`config.mk`:
```
export PLATFORM = sky130hd
export DESIGN_NAME = mmio_router
export DESIGN_NICKNAME = d
export VERILOG_FILES = /design/src/rtl/mmio_pkg.sv /design/src/rtl/mmio_shadow_reg.sv /design/src/rtl/mmio_router.sv
export SDC_FILE = /design/constraint.sdc
export NUM_CORES = 1
export LEC_CHECK = 0
export ABC_AREA = 0
export BUFFER_PORTS_ARGS = -buffer_cell sky130_fd_sc_hd__buf_2
export CAP_MARGIN = 30
export CORE_AREA = 2 2 113 115
export DETAILED_ROUTE_END_ITERATION = 8
export DIE_AREA = 0 0 115 117
export GPL_TIMING_DRIVEN = 0
export PLACE_DENSITY = 0.79
export SYNTH_ARGS = -nofsm -noshare
export SYNTH_HDL_FRONTEND = slang
export SYNTH_SLANG_ARGS = --single-unit
export TNS_END_PERCENT = 20
```
`constraint.sdc`:
```
create_clock -name i_clk -period 2.3 [get_ports i_clk]
set_clock_uncertainty 0.05 [all_clocks]
set_input_delay 0.115 -clock i_clk [delete_from_list [all_inputs] [get_ports i_clk]]
set_output_delay 0.115 -clock i_clk [all_outputs]
set_load 0.01 [all_outputs]
```
`src/rtl/mmio_pkg.sv`:
```
// Shared constants and decode helpers for the MMIO router and its sub-blocks.
package mmio_pkg;

  localparam int          DEV_AW_DEFAULT = 8;
  localparam logic [31:0] MISS_RDATA     = 32'h0;

  // Device-index width; a single device still gets one index bit.
  function automatic int idx_w(input int n_dev);
    return (n_dev <= 2) ? 1 : $clog2(n_dev);
  endfunction

endpackage

```
`src/rtl/mmio_shadow_reg.sv`:
```
// 32-bit shadow register with byte-lane write merge and synchronous reset.
module mmio_shadow_reg (
  input  logic        i_clk,
  input  logic        i_rst,
  input  logic        i_we,
  input  logic [31:0] i_wdata,
  input  logic [3:0]  i_mask,
  output logic [31:0] o_q
);

  logic [31:0] q_q, q_d;

  always_comb begin
    q_d = q_q;
    if (i_we) begin
      for (int b = 0; b < 4; b++) begin
        if (i_mask[b]) q_d[8*b +: 8] = i_wdata[8*b +: 8];
      end
    end
  end

  always_ff @(posedge i_clk) begin
    if (i_rst) q_q <= '0;
    else       q_q <= q_d;
  end

  assign o_q = q_q;

endmodule

```
`src/rtl/mmio_router.sv`:
```
// Two-stage MMIO decoder: stage 1 drives device strobes, stage 2 returns read data.
module mmio_router
  import mmio_pkg::*;
#(
  parameter int          N_DEV  = 4,
  parameter int          DEV_AW = DEV_AW_DEFAULT,
  parameter logic [29:0] BASE   = 30'h00001,
  parameter logic [7:0]  SHADOW = 8'b0000_0001
) (
  input  logic                 i_clk,
  input  logic                 i_rst,
  input  logic [29:0]          i_mmio_addr,
  input  logic [31:0]          i_mmio_data,
  input  logic [3:0]           i_mmio_mask,
  input  logic                 i_mmio_wren,
  input  logic                 i_mmio_rden,
  output logic [31:0]          o_mmio_data,
  output logic                 o_mmio_rvalid,
  output logic                 o_mmio_err,
  output logic [7:0]           o_err_cnt,
  output logic [DEV_AW-1:0]    o_dev_addr,
  output logic [31:0]          o_dev_wdata,
  output logic [3:0]           o_dev_mask,
  output logic [N_DEV-1:0]     o_dev_wren,
  output logic [N_DEV-1:0]     o_dev_rden,
  input  logic [32*N_DEV-1:0]  i_dev_rdata
);

  localparam int               IDX_W   = idx_w(N_DEV);
  localparam int               UP_W    = 30 - DEV_AW - IDX_W;
  localparam logic [IDX_W:0]   N_DEV_C = (IDX_W + 1)'(N_DEV);

  // Request decode (stage 0)
  logic [IDX_W-1:0] req_idx;
  logic             req_hit, req_off0, req_wr, req_rd;

  assign req_idx  = i_mmio_addr[DEV_AW +: IDX_W];
  assign req_hit  = (i_mmio_addr[29 -: UP_W] == BASE[UP_W-1:0]) && ({1'b0, req_idx} < N_DEV_C);
  assign req_off0 = (i_mmio_addr[DEV_AW-1:0] == '0);
  // An empty byte mask makes the write a complete no-op; a write also suppresses a simultaneous read.
  assign req_wr   = i_mmio_wren && (i_mmio_mask != 4'b0000);
  assign req_rd   = i_mmio_rden && !i_mmio_wren;

  logic [DEV_AW-1:0] dev_addr_q, dev_addr_d;
  logic [31:0]       dev_wdata_q, dev_wdata_d;
  logic [3:0]        dev_mask_q, dev_mask_d;
  logic [N_DEV-1:0]  dev_wren_q, dev_wren_d;
  logic [N_DEV-1:0]  dev_rden_q, dev_rden_d;
  logic              err_q, err_d;
  logic [7:0]        err_cnt_q, err_cnt_d;
  logic              rd_q, rd_d;
  logic              rd_miss_q, rd_miss_d;
  logic              rd_shadow_q, rd_shadow_d;
  logic [IDX_W-1:0]  rd_idx_q, rd_idx_d;
  logic              rvalid_q, rvalid_d;
  logic [31:0]       mdata_q, mdata_d;
  logic [31:0]       shadow_val [N_DEV];
  logic [31:0]       rsp_dev, rsp_shadow;

  for (genvar d = 0; d < N_DEV; d++) begin : g_dev
    if (SHADOW[d]) begin : g_sh
      mmio_shadow_reg u_shadow (
        .i_clk   (i_clk),
        .i_rst   (i_rst),
        .i_we    (dev_wren_d[d] && req_off0),
        .i_wdata (i_mmio_data),
        .i_mask  (i_mmio_mask),
        .o_q     (shadow_val[d])
      );
    end else begin : g_nosh
      assign shadow_val[d] = '0;
    end
  end

  always_comb begin
    dev_addr_d  = i_mmio_addr[DEV_AW-1:0];
    dev_wdata_d = i_mmio_data;
    dev_mask_d  = i_mmio_mask;
    dev_wren_d  = '0;
    dev_rden_d  = '0;
    for (int d = 0; d < N_DEV; d++) begin
      dev_wren_d[d] = req_wr && req_hit && (req_idx == IDX_W'(d));
      dev_rden_d[d] = req_rd && req_hit && (req_idx == IDX_W'(d));
    end
    err_d     = (req_wr || req_rd) && !req_hit;
    err_cnt_d = err_cnt_q;
    if (err_d && (err_cnt_q != 8'hFF)) err_cnt_d = err_cnt_q + 8'd1;
    rd_d        = req_rd;
    rd_miss_d   = !req_hit;
    rd_shadow_d = req_hit && req_off0 && SHADOW[req_idx];
    rd_idx_d    = req_idx;

    // Stage 2 samples the device bus during the rden cycle.
    rsp_dev    = '0;
    rsp_shadow = '0;
    for (int d = 0; d < N_DEV; d++) begin
      if (rd_idx_q == IDX_W'(d)) begin
        rsp_dev    = i_dev_rdata[32*d +: 32];
        rsp_shadow = shadow_val[d];
      end
    end
    rvalid_d = rd_q;
    mdata_d  = mdata_q;
    if (rd_q) mdata_d = rd_miss_q ? MISS_RDATA : (rd_shadow_q ? rsp_shadow : rsp_dev);
  end

  always_ff @(posedge i_clk) begin
    if (i_rst) begin
      dev_addr_q  <= '0;
      dev_wdata_q <= '0;
      dev_mask_q  <= '0;
      dev_wren_q  <= '0;
      dev_rden_q  <= '0;
      err_q       <= 1'b0;
      err_cnt_q   <= '0;
      rd_q        <= 1'b0;
      rd_miss_q   <= 1'b0;
      rd_shadow_q <= 1'b0;
      rd_idx_q    <= '0;
      rvalid_q    <= 1'b0;
      mdata_q     <= '0;
    end else begin
      dev_addr_q  <= dev_addr_d;
      dev_wdata_q <= dev_wdata_d;
      dev_mask_q  <= dev_mask_d;
      dev_wren_q  <= dev_wren_d;
      dev_rden_q  <= dev_rden_d;
      err_q       <= err_d;
      err_cnt_q   <= err_cnt_d;
      rd_q        <= rd_d;
      rd_miss_q   <= rd_miss_d;
      rd_shadow_q <= rd_shadow_d;
      rd_idx_q    <= rd_idx_d;
      rvalid_q    <= rvalid_d;
      mdata_q     <= mdata_d;
    end
  end

  assign o_dev_addr    = dev_addr_q;
  assign o_dev_wdata   = dev_wdata_q;
  assign o_dev_mask    = dev_mask_q;
  assign o_dev_wren    = dev_wren_q;
  assign o_dev_rden    = dev_rden_q;
  assign o_mmio_err    = err_q;
  assign o_err_cnt     = err_cnt_q;
  assign o_mmio_rvalid = rvalid_q;
  assign o_mmio_data   = mdata_q;

endmodule

```
Word level (Yosys, flattened, before mapping)
Index checks and enable logic that the tools add are counted.
{"block": "word_totals", "output_inout_bits": 94, "register_bits": 131, "elab_cells": 67}
{"block": "op_classes", "order_cmp": 1, "n_eq_ne": 8, "muxes": 12, "n_reduce_logical": 28, "n_addsub": 1}
{"op": "$mux W32", "count": 10}
{"op": "$eq A20 B1 Y1 const B", "count": 1}
{"op": "$logic_and A1 B1 Y1", "count": 17}
{"op": "$add A8 B1 Y8 const B", "count": 1}
{"op": "$eq A2 B2 Y1 const B", "count": 4}
{"op": "$logic_not A8 Y1", "count": 1}
{"op": "$ne A8 B8 Y1 const B", "count": 1}
{"op": "$reduce_and A2 Y1", "count": 4}
{"op": "$eq A2 B1 Y1 const B", "count": 2}
{"op": "$logic_not A2 Y1", "count": 2}
{"op": "$lt A2 B4 Y1 const B", "count": 1}
{"op": "$reduce_bool A4 Y1", "count": 1}
{"op": "$bmux W1 S2", "count": 1}
{"op": "$logic_not A1 Y1", "count": 2}
{"op": "$logic_or A1 B1 Y1", "count": 1}
{"op": "$mux W1", "count": 1}

Logic depth before layout (Yosys ltp)
Gate-level depths: netlist of the first run.
{"block": "depth", "depth_word": 7, "mapped_depth": 6, "mapped_depth_nobuf": 6}

Hierarchy
Synthesis of the first run repeated with hierarchy kept, for this count alone.
{"block": "hier_totals", "cells_unflattened": 522, "area_unflattened_um2": 5631.7}
{"module": "mmio_router", "area_per_inst_um2": 4167.7, "cells_per_inst": 376, "instances": 1, "seq_area_each_um2": 1981.9}
{"module": "mmio_shadow_reg", "area_per_inst_um2": 1463.9, "cells_per_inst": 146, "instances": 1, "seq_area_each_um2": 640.6}

Least setup slack after synthesis of the first run
No wires, ideal clock.
{"block": "synth_timing", "path_type": "register to register", "startpoint": "register err_cnt_q[0], in the netlist o_err_cnt[0]", "endpoint": "register err_cnt_q[7], in the netlist o_err_cnt[7]", "required_ps": 2180, "setup_ps": 70, "stages_incl_launch_ff": 7, "path_buffers": 0, "t_arrival_ps": 1838, "path_slack_ps": 342, "period_less_slack_ps": 1958, "path_cell_list": "dfxtp_1 ha_1 nand4_1 nor2_1 or3b_2 or4_1 a21oi_1"}
{"block": "synth_between", "elab_chain_cells": 2}
{"item": "start: declaration", "line": "mmio_router.sv:50", "rtl": "logic [7:0] err_cnt_q, err_cnt_d;"}
{"item": "start signal: assignment", "line": "mmio_router.sv:129", "rtl": "err_cnt_q <= err_cnt_d;"}
{"item": "parallel branches: the longest is 2 deep, another holds $add A8 B1 Y8"}
Several ways; the timed one is not identified.
A chain may end at the register's enable or synchronous reset.

Worst setup path after layout of the first run
{"block": "layout_timing", "startpoint": "input port i_mmio_addr[9]", "endpoint": "register g_dev[0].g_sh.u_shadow.q_q[24]"}
{"block": "layout_between", "elab_chain_cells": 4}
{"item": "start: declaration", "line": "mmio_router.sv:12", "rtl": "input logic [29:0] i_mmio_addr,"}
{"item": "$logic_not A2 Y1", "line": "mmio_router.sv:82", "rtl": "dev_wren_d[d] = req_wr && req_hit && (req_idx == IDX_W'(d));"}
{"item": "$logic_and A1 B1 Y1", "line": "mmio_router.sv:82"}
{"item": "$logic_and A1 B1 Y1", "line": "mmio_router.sv:65", "rtl": ".i_we (dev_wren_d[d] && req_off0),"}
{"item": "$reduce_and A2 Y1 (no line)"}
{"item": "end signal: assignment", "line": "mmio_shadow_reg.sv:24", "rtl": "else q_q <= q_d;"}
{"item": "end: declaration", "line": "mmio_shadow_reg.sv:11", "rtl": "logic [31:0] q_q, q_d;"}
Every way passes these cells.

==> flow_summary_export.csv, run 1 <==
group,metric,value,unit
run_status,status,"finished clean",
job,cap_violations,0,
cts,cts_tree,"built",
worst_setup_path,critPathLaunch,"i_mmio_addr[9]",
synthesis,synth_compound_area_share,8.88,%
synthesis,ys.flop_type,"dfxtp_1",
cts,cts.clk_slew.worst_paths,60,ps
worst_setup_path,r2r-start,"rd_idx_q[1]",
detailed_routing,drc,0,
synthesis,synth_fa_ha_area_share,0.231,%
floorplanning,start_util,43.9,%
timing,finalSetupViolations,0,
global_route,grt_remaining_overflow,0,
timing,tns,0,ps
cts,clockBufferDepth,2,
synthesis,syn_inst,483,
power_and_ir_drop,switching_share,20.7,%
synthesis,synthesis.nets,682,
floorplanning,pin_count,292,
global_route,grt_util_all_layers,25.0,%
global_route,grt_pass1_wl,25400,um
synthesis,synth-simple-area-share,19.0,%
power_and_ir_drop,p_leak,0.00385,uW
synthesis,ys.warnings.count,0,
final_layout,layout.cells.non_filler,1004,
power_and_ir_drop,power_density,749,mW/mm^2
floorplanning,dieWidth,115,um
timing,grt_setup_unrepaired,"no",
detailed_routing,via_per_inst,5.19,
floorplanning,coreArea,0.0123,mm^2
synthesis,synth_top_family_by_area,"multiplexers",
worst_setup_path,crit_end,"g_dev[0].g_sh.u_shadow.o_q[24]",
timing,drv_slew,0,
floorplanning,floorplan.rows,41,
global_route,antenna_found_initial,0,
timing,hold-worst-slack,56.3,ps
final_layout,drive_above_1_share,47.2,%
floorplanning,die_h,117,um
synthesis,async_flop_share,0,%
power_and_ir_drop,pwr-share-clk,51.4,%
timing,period_minus_slack,2210,ps
detailed_routing,firstDrtPassIters,4,
timing,max_freq,453,MHz
worst_setup_path,end_kind,"flop",
final_layout,antenna_cells,0,
worst_setup_path,worstRegToRegCells,5,
worst_hold_path,min_path_type,"in -> reg",
worst_setup_path,arrival,2460,ps
cts,htree_levels,4,
timing,final-hold-violation-count,0,
timing,slew-limit-headroom,52.8,%
placement,globalplace.congestion,0.836,
synthesis,synth-xor-area-share,0,%
power_and_ir_drop,p_sw,1280,uW
placement,dp_hpwl,12200,um
placement,place_inst,923,
cts,clock-sinks,131,
global_route,grt_max_degree,17,
worst_setup_path,start_kind,"primary input",
floorplanning,die-area,0.0135,mm^2
synthesis,netlist_area,0.00541,mm^2
final_layout,nets,1040,
detailed_routing,wire_per_inst,17.3,um
synthesis,yosysUniqueCellTypes,35,
detailed_routing,drtAntennaViolNets,0,
synthesis,postSynthAreaPerCell,11.2,um^2
cts,clk_latency,420,ps
placement,port_buffers,290,
detailed_routing,drt-initial-drc-count,194,
synthesis,synth_seq_cells,131,
power_and_ir_drop,seq_power_share,38.2,%
worst_setup_path,worstPathMaxFanout,8,
cts,cts-buffers-inserted,17,
final_layout,area_delta_synth_final,52.8,%
worst_setup_path,r2r_end,"o_mmio_data[6]",
synthesis,ys_seq_area_share,48.5,%
worst_setup_path,worst-setup-path-type,"in -> reg",
synthesis,muxShareOfSynthArea,20.8,%
global_route,grt_pass1_vias,5118,
detailed_routing,wl,17300,um
cts,cts-root-buf,"clkbuf_16",
worst_setup_path,cp.required,2550,ps
timing,period_share,95.9,%
power_and_ir_drop,combinationalPowerShare,10.4,%
timing,worstMarginPinSlew,706,ps
synthesis,synth-edff-count,0,
detailed_routing,vias,5210,
worst_setup_path,r2r_slack,180,ps
power_and_ir_drop,ir_drop,0.434,mV
power_and_ir_drop,power.internal,4910,uW
==> power by group through the flow <==
stage          sequential [uW]  combinational, uW  clock [uW]
2_1_floorplan             2440                247           0
5_1_grt                   2370                704        3320
3_5_place_dp              2410                578           0
3_3_place_gp              2400                568           0
6_report                  2360                645        3180
4_1_cts                   2360                646        3210
==> state kept, by name, summed over array words and instances, names as in the netlist <==
register / count
g_dev.g_sh.u_shadow.o_q: 32
o_dev_addr: 8
o_dev_mask: 4
o_dev_rden: 4
o_dev_wdata: 32
o_dev_wren: 4
o_err_cnt: 8
o_mmio_data: 32
o_mmio_err: 1
o_mmio_rvalid: 1
rd_idx_q: 2
rd_miss_q: 1
rd_q: 1
rd_shadow_q: 1
==> per-layer routing <==
metal	vias to the layer above	wire length, um	GRT usage, %
met2	217	8920	45.1
met3	45	1150	6.33
met1	2494	6810	28.3
met5	-	0	0
li1	2454	-	-
met4	0	461	10.6
==> cell families after synthesis <==
| family | count (synthesis) |
|---|---|
| AND/OR/NAND/NOR | 172 |
| multiplexers | 68 |
| AO/OA/AOI/OAI | 76 |
| buffers and inverters | 35 |
| adder cells (fa/ha/maj) | 1 |
| flip-flops | 131 |
==> cell usage after synthesis (all sizes together) (4+ instances only) <==
library cell / instances / area share (%)
a22oi: 32 / 4.4
clkbuf: 24 / 1.7
nor2: 16 / 1.1
mux2: 34 / 7.1
mux4: 32 / 13
dfxtp: 131 / 48
buf: 8 / 0.76
o21ai: 35 / 3.2
nand2: 37 / 2.6
nand4: 6 / 1.8
or4: 4 / 0.62
nor2b: 80 / 9.3
nor4: 8 / 1.2
nand3: 4 / 0.37
nand2b: 6 / 0.69
==> metrics by stage <==
step | area (um^2) | utilization, % | setup WS, ps | total power, uW
2_1_floorplan | 5410 | - | 342 | 2680
4_1_cts | 8240 | 67.0 | 5.94 | 6210
6_report | 8260 | 67.1 | 93.3 | 6190
3_3_place_gp | 7050 | 57.2 | 21.7 | 2970
3_5_place_dp | 7050 | 57.2 | 19.0 | 2980
5_1_grt | 8260 | 67.1 | 37.7 | 6390
==> cell type report <==
cell class / instances / area, um^2
fill: 952 / 4050
inverter: 3 / 11.3
clock buffer: 24 / 512
multi-input combinational: 317 / 2660
clock inverter: 8 / 193
tap: 150 / 188
timing repair buffer: 340 / 1950
sequential: 131 / 2620
buffer: 31 / 131
==> timing repair <==
action,4_1_cts,5_1_grt
endpoints found under the hold margin,56,0
setup buffers,0,1
resized for setup,0,5
setup endpoints to repair,0,61
hold buffers,49,0
==> how the worst min path moves through the flow <==
stage | depth (start not counted) | end | slack (ps) | start
after global placement | 2 | o_dev_wren[0] | 270 | i_mmio_addr[8]
after global routing | 4 | rd_shadow_q | 70 | i_mmio_addr[29]
final | 4 | rd_shadow_q | 60 | i_mmio_addr[29]
after CTS | 4 | rd_shadow_q | 40 | i_mmio_addr[29]
after floorplan | 1 | o_dev_rden[0] | 140 | i_mmio_addr[9]
after detailed placement | 2 | o_dev_rden[0] | 270 | i_mmio_addr[8]
==> worst max-delay path: stages <==
cell and delay [ps]:
dlygate4sd3_1 530, buf_2 150, or4_4 550, nor4_4 300
buf_4 240, nand4_4 220, mux2_2 350
==> layout by cell type (no fill, tap or decap), types with 2 or more instances in the layout <==
| cell | synthesis | layout |
|---|---|---|
| nand2b_1 | 6 | 6 |
| nor4_1 | 7 | 7 |
| o21ai_0 | 35 | 35 |
| nor2b_1 | 80 | 80 |
| clkbuf_16 | 0 | 17 |
| mux4_2 | 32 | 32 |
| buf_1 | 4 | 4 |
| mux2i_1 | 2 | 2 |
| nand4_4 | 4 | 4 |
| nor3_1 | 3 | 2 |
| nand3_1 | 4 | 4 |
| clkbuf_1 | 24 | 23 |
| mux2_2 | 34 | 34 |
| a22oi_1 | 32 | 32 |
| o31ai_1 | 2 | 2 |
| a21oi_1 | 3 | 3 |
| buf_2 | 3 | 292 |
| dfxtp_1 | 131 | 131 |
| clkbuf_8 | 0 | 6 |
| inv_1 | 3 | 3 |
| nor2_1 | 16 | 16 |
| dlygate4sd3_1 | 0 | 49 |
| nand2_1 | 37 | 37 |
| nor4b_1 | 2 | 2 |
| bufinv_16 | 0 | 6 |
| or4_1 | 3 | 3 |
| or3_1 | 3 | 3 |
| nand4_1 | 2 | 2 |
Note: power is estimated with default switching activity, not from simulation.
==> run 2, diff against run 1 <==
--- a/config.mk
+++ b/config.mk
@@ -12,7 +12,8 @@
 export DETAILED_ROUTE_END_ITERATION = 8
 export DIE_AREA = 0 0 115 117
 export GPL_TIMING_DRIVEN = 0
-export PLACE_DENSITY = 0.79
+export MAX_ROUTING_LAYER = met4
+export PLACE_DENSITY = 0.81
 export SYNTH_ARGS = -nofsm -noshare
 export SYNTH_HDL_FRONTEND = slang
 export SYNTH_SLANG_ARGS = --single-unit
==> flow_summary_export.csv, run 2 (synthesized netlist as in run 1, its figures left out) <==
group,metric,value,unit
placement,port_buffers,290,
power_and_ir_drop,seq_power_share,42.2,%
timing,slew-limit-headroom,52.5,%
global_route,grt_remaining_overflow,0,
detailed_routing,vias,5191,
run_status,status,"finished clean",
power_and_ir_drop,pwr-share-clk,46.1,%
detailed_routing,wl,17400,um
worst_setup_path,end_kind,"flop",
power_and_ir_drop,ir_drop,0.340,mV
cts,cts-root-buf,"clkbuf_16",
worst_setup_path,cp.required,2550,ps
placement,globalplace.congestion,0.902,
global_route,grt_pass1_vias,5086,
timing,final-hold-violation-count,0,
cts,cts_tree,"built",
worst_setup_path,worstPathMaxFanout,8,
floorplanning,die_h,117,um
final_layout,nets,1041,
worst_hold_path,min_path_type,"in -> reg",
final_layout,layout.cells.non_filler,1004,
worst_hold_path,hold_depth,4,
power_and_ir_drop,p_sw,1240,uW
power_and_ir_drop,power.internal,4350,uW
cts,htree_levels,4,
timing,grt_setup_unrepaired,"yes",
floorplanning,pin_count,292,
timing,max_freq,458,MHz
worst_setup_path,worstRegToRegCells,5,
timing,finalSetupViolations,0,
final_layout,area_delta_synth_final,50.2,%
floorplanning,dieWidth,115,um
floorplanning,coreArea,0.0123,mm^2
worst_setup_path,start_kind,"primary input",
worst_setup_path,r2r_slack,140,ps
detailed_routing,wire_per_inst,17.3,um
final_layout,final_common_cell,"buf_2",
final_layout,fillers,1010,
cts,cts-buffers-inserted,17,
timing,drv_slew,0,
worst_hold_path,hp-start,"i_mmio_addr[29]",
detailed_routing,drtAntennaViolNets,0,
worst_setup_path,r2r-start,"rd_idx_q[0]",
worst_setup_path,worst-setup-path-type,"in -> reg",
job,cap_violations,0,
global_route,grt_pass1_wl,25500,um
worst_setup_path,arrival,2430,ps
timing,tns,0,ps
cts,clock-sinks,131,
worst_hold_path,holdPathEnd,"rd_shadow_q",
final_layout,layout_common_cells,"buf_2, dfxtp_1, nor2b_1",
detailed_routing,firstDrtPassIters,4,
floorplanning,die-area,0.0135,mm^2
floorplanning,floorplan.rows,41,
detailed_routing,via_per_inst,5.17,
detailed_routing,drt-initial-drc-count,273,
power_and_ir_drop,combinationalPowerShare,11.7,%
power_and_ir_drop,switching_share,22.1,%
worst_setup_path,r2r_end,"o_mmio_data[20]",
placement,dp_hpwl,12300,um
timing,worstMarginPinSlew,710,ps
detailed_routing,drc,0,
global_route,grt_util_all_layers,25.8,%
cts,cts.clk_slew.worst_paths,60,ps
timing,period_minus_slack,2180,ps
placement,place_inst,923,
global_route,grt_max_degree,17,
power_and_ir_drop,p_leak,0.00379,uW
cts,clk_latency,420,ps
floorplanning,start_util,43.9,%
cts,clockBufferDepth,2,
power_and_ir_drop,power_density,688,mW/mm^2
global_route,antenna_found_initial,2,
final_layout,drive_above_1_share,46.5,%
timing,period_share,94.9,%
## run 2: changes by cell type in the layout (fill, tap and decap cells not counted), moves of 2 or more
| cell | before | now |
|---|---|---|
| clkinv_2 | 1 | 4 |
| diode_2 | 0 | 2 |
| bufinv_16 | 6 | 2 |
| clkbuf_8 | 6 | 3 |
| clkbuf_4 | 1 | 3 |
| clkbuf_1 | 23 | 27 |
| buf_2 | 292 | 290 |
## run 2: how the worst max path moves through the flow
stage                   start                             end  slack, ps  depth (start not counted)
2_1_floorplan    o_err_cnt[0]                    o_err_cnt[7]        340                          6
3_3_place_gp   i_mmio_addr[3]  g_dev[0].g_sh.u_shadow.o_q[10]        110                          5
3_5_place_dp   i_mmio_addr[3]  g_dev[0].g_sh.u_shadow.o_q[27]         80                          5
4_1_cts        i_mmio_addr[5]  g_dev[0].g_sh.u_shadow.o_q[13]         20                          6
5_1_grt                 i_rst                    o_err_cnt[5]        -40                          6
6_report       i_mmio_addr[9]  g_dev[0].g_sh.u_shadow.o_q[13]        120                          7
## run 2: power groups by stage
stage | clock, uW | sequential [uW] | combinational (uW)
after CTS | 2610 | 2360 | 646
after detailed placement | 0 | 2400 | 579
after global placement | 0 | 2400 | 567
after global routing | 2720 | 2360 | 707
after floorplan | 0 | 2440 | 247
final | 2580 | 2360 | 653
## run 2: timing repair
action	in CTS	in global routing
hold endpoints to repair	56	0
hold buffers	49	0
buffers inserted	0	1
gates resized for setup	0	4
setup endpoints to repair	0	53
## run 2: final cells by class
class | count | area (um^2) | share of cell area (%)
multi-input cells | 317 | 2650 | 32.6
flip-flops and latches | 131 | 2620 | 32.3
repair buffers | 340 | 1950 | 24.0
clock buffers | 23 | 478 | 5.88
well taps | 150 | 188 | 2.31
plain buffers | 32 | 139 | 1.71
clock inverters | 6 | 80.1 | 0.986
inverters | 3 | 11.3 | 0.139
diodes | 2 | 5.00 | 0.0616
## run 2: routing by layer
metal / wire length (um) / track usage, %
met5: 0 / -
met3: 1150 / 5.46
met2: 9030 / 45.1
met4: 395 / 10.7
met1: 6820 / 28.8
## run 2: through the flow
step                      hold slack (ps)  utilization, %  setup WS [ps]  power (uW)  instance area, um^2
after global placement                271            57.2            106        2970                 7050
after floorplan                       144               -            342        2680                 5410
after CTS                            19.9            65.8           16.6        5610                 8100
after detailed placement              273            57.2           82.1        2980                 7050
after global routing                 61.0            66.0          -41.2        5790                 8120
final                                48.6            66.0            117        5590                 8120
## run 2: critical path: stages
cell           delay (ps)
dlygate4sd3_1         540
buf_2                 150
or4_4                 540
nor4_4                300
buf_4                 230
nand4_4               210
mux2_2                350
==> run 3, diff against run 2 <==
--- a/config.mk
+++ b/config.mk
@@ -6,14 +6,14 @@
 export NUM_CORES = 1
 export LEC_CHECK = 0
 export ABC_AREA = 0
-export BUFFER_PORTS_ARGS = -buffer_cell sky130_fd_sc_hd__buf_2
 export CAP_MARGIN = 30
 export CORE_AREA = 2 2 113 115
 export DETAILED_ROUTE_END_ITERATION = 8
 export DIE_AREA = 0 0 115 117
+export DONT_BUFFER_PORTS = 1
 export GPL_TIMING_DRIVEN = 0
 export MAX_ROUTING_LAYER = met4
-export PLACE_DENSITY = 0.81
+export PLACE_DENSITY = 0.61
 export SYNTH_ARGS = -nofsm -noshare
 export SYNTH_HDL_FRONTEND = slang
 export SYNTH_SLANG_ARGS = --single-unit
==> flow_summary_export.csv, run 3 (synthesized netlist as in run 1, its figures left out) <==
group,metric,value,unit
power_and_ir_drop,ir_drop,0.410,mV
floorplanning,dieWidth,115,um
timing,period_minus_slack,2240,ps
worst_setup_path,end_kind,"flop",
worst_setup_path,start_kind,"primary input",
worst_setup_path,worstPathMaxFanout,8,
power_and_ir_drop,finalPower,5700,uW
global_route,antenna_found_initial,0,
run_status,status,"finished clean",
detailed_routing,firstDrtPassIters,6,
timing,finalSetupViolations,0,
cts,htree_levels,4,
power_and_ir_drop,p_leak,0.00258,uW
final_layout,final_common_cell,"dfxtp_1",
cts,clk_latency,420,ps
cts,cts-buffers-inserted,17,
timing,grt_setup_unrepaired,"yes",
cts,cts_tree,"built",
worst_setup_path,arrival,2500,ps
job,cap_violations,0,
detailed_routing,wire_per_inst,21.8,um
worst_hold_path,min_path_type,"in -> reg",
final_layout,final_util,55.1,%
final_layout,drive_above_1_share,20.1,%
global_route,grt_max_degree,17,
timing,drv_slew,0,
timing,worstMarginPinSlew,717,ps
final_layout,layout.cells.non_filler,718,
placement,port_buffers,0,
global_route,grt_util_all_layers,23.2,%
timing,hold-worst-slack,8.63,ps
detailed_routing,drt-initial-drc-count,198,
placement,place_inst,633,
cts,cts.clk_slew.worst_paths,60,ps
global_route,grt_remaining_overflow,0,
floorplanning,die-area,0.0135,mm^2
placement,globalplace.congestion,0.798,
floorplanning,pin_count,292,
final_layout,antenna_cells,0,
placement,dp_hpwl,11000,um
cts,post-cts-setup-buffers,0,
worst_setup_path,worst-setup-path-type,"in -> reg",
global_route,grt_pass1_vias,4198,
cts,clockBufferDepth,2,
floorplanning,coreArea,0.0123,mm^2
final_layout,nets,754,
detailed_routing,drc,0,
floorplanning,die_h,117,um
timing,slew-limit-headroom,51.6,%
final_layout,area_delta_synth_final,25.5,%
global_route,grt_pass1_wl,22400,um
final_layout,layout_common_cells,"dfxtp_1, nor2b_1, dlygate4sd3_1",
timing,max_freq,446,MHz
detailed_routing,wl,15600,um
timing,period_share,97.6,%
power_and_ir_drop,power_density,839,mW/mm^2
floorplanning,start_util,43.9,%
cts,clock-sinks,131,
detailed_routing,vias,4066,
timing,final-hold-violation-count,0,
cts,cts-root-buf,"clkbuf_16",
floorplanning,floorplan.rows,41,
detailed_routing,via_per_inst,5.66,
worst_setup_path,cp.required,2550,ps
detailed_routing,drtAntennaViolNets,0,
-- run 3: changes by cell type in the layout (fill, tap and decap cells not counted), sizes merged --
| cell | previous run | this run |
|---|---|---|
| clkbuf | 50 | 45 |
| clkinvlp | 0 | 1 |
| dlygate4sd3 | 49 | 54 |
| diode | 2 | 0 |
| buf | 296 | 8 |
| clkinv | 4 | 5 |
| bufinv | 2 | 4 |
-- run 3: what timing repair did --
item,4_1_cts,5_1_grt
endpoints found under the hold margin,89,0
hold buffers,54,0
gates resized for setup,0,7
setup endpoints to repair,1,28
-- run 3: layout make-up --
cell class	instances	area (um^2)
repair buffers	54	541
multi-input cells	317	2660
well taps	150	188
flip-flops and latches	131	2620
clock buffers	22	484
fillers	1061	5520
inverters	3	11.3
clock inverters	10	153
plain buffers	31	130
-- run 3: worst max-delay path: stages --
cell	delay, ps
dlygate4sd3_1	550
buf_6	140
or4_4	520
nor4_4	490
nand4_4	330
mux2_2	360
-- run 3: power by group --
group	leakage, uW	switching [uW]	internal (uW)
registers	0.00107	69.4	2340
clock network	0.000316	985	1920
logic	0.00120	173	215
-- run 3: routing by layer --
layer / up-vias / part of all wire, % / global-route usage [%]
li1: 1889 / - / -
met5: - / 0 / -
met1: 1959 / 40 / 25.4
met3: 23 / 7.4 / 6.85
met4: 0 / 1.7 / 9.16
met2: 195 / 51 / 40.0
-- run 3: final timing paths --
| check | startpoint | slack, ps | depth (start not counted) | to |
|---|---|---|---|---|
| max reg2reg | rd_idx_q[0] | 140 | 4 | o_mmio_data[20] |
| min reg2reg | rd_q | 440 | 1 | o_mmio_rvalid |
| min | i_mmio_addr[9] | 9 | 3 | rd_shadow_q |
| max | i_mmio_addr[8] | 60 | 6 | g_dev[0].g_sh.u_shadow.o_q[30] |
-- run 3: stage by stage --
step / TNS, ps / worst slack [ps] / cell area, um^2
6_report: 0 / 55.4 / 6790
2_1_floorplan: 0 / 342 / 5410
3_3_place_gp: 0 / 23.1 / 5600
5_1_grt: -17.2 / -13.7 / 6790
3_5_place_dp: 0 / 2.64 / 5600
4_1_cts: 0 / 32.8 / 6770
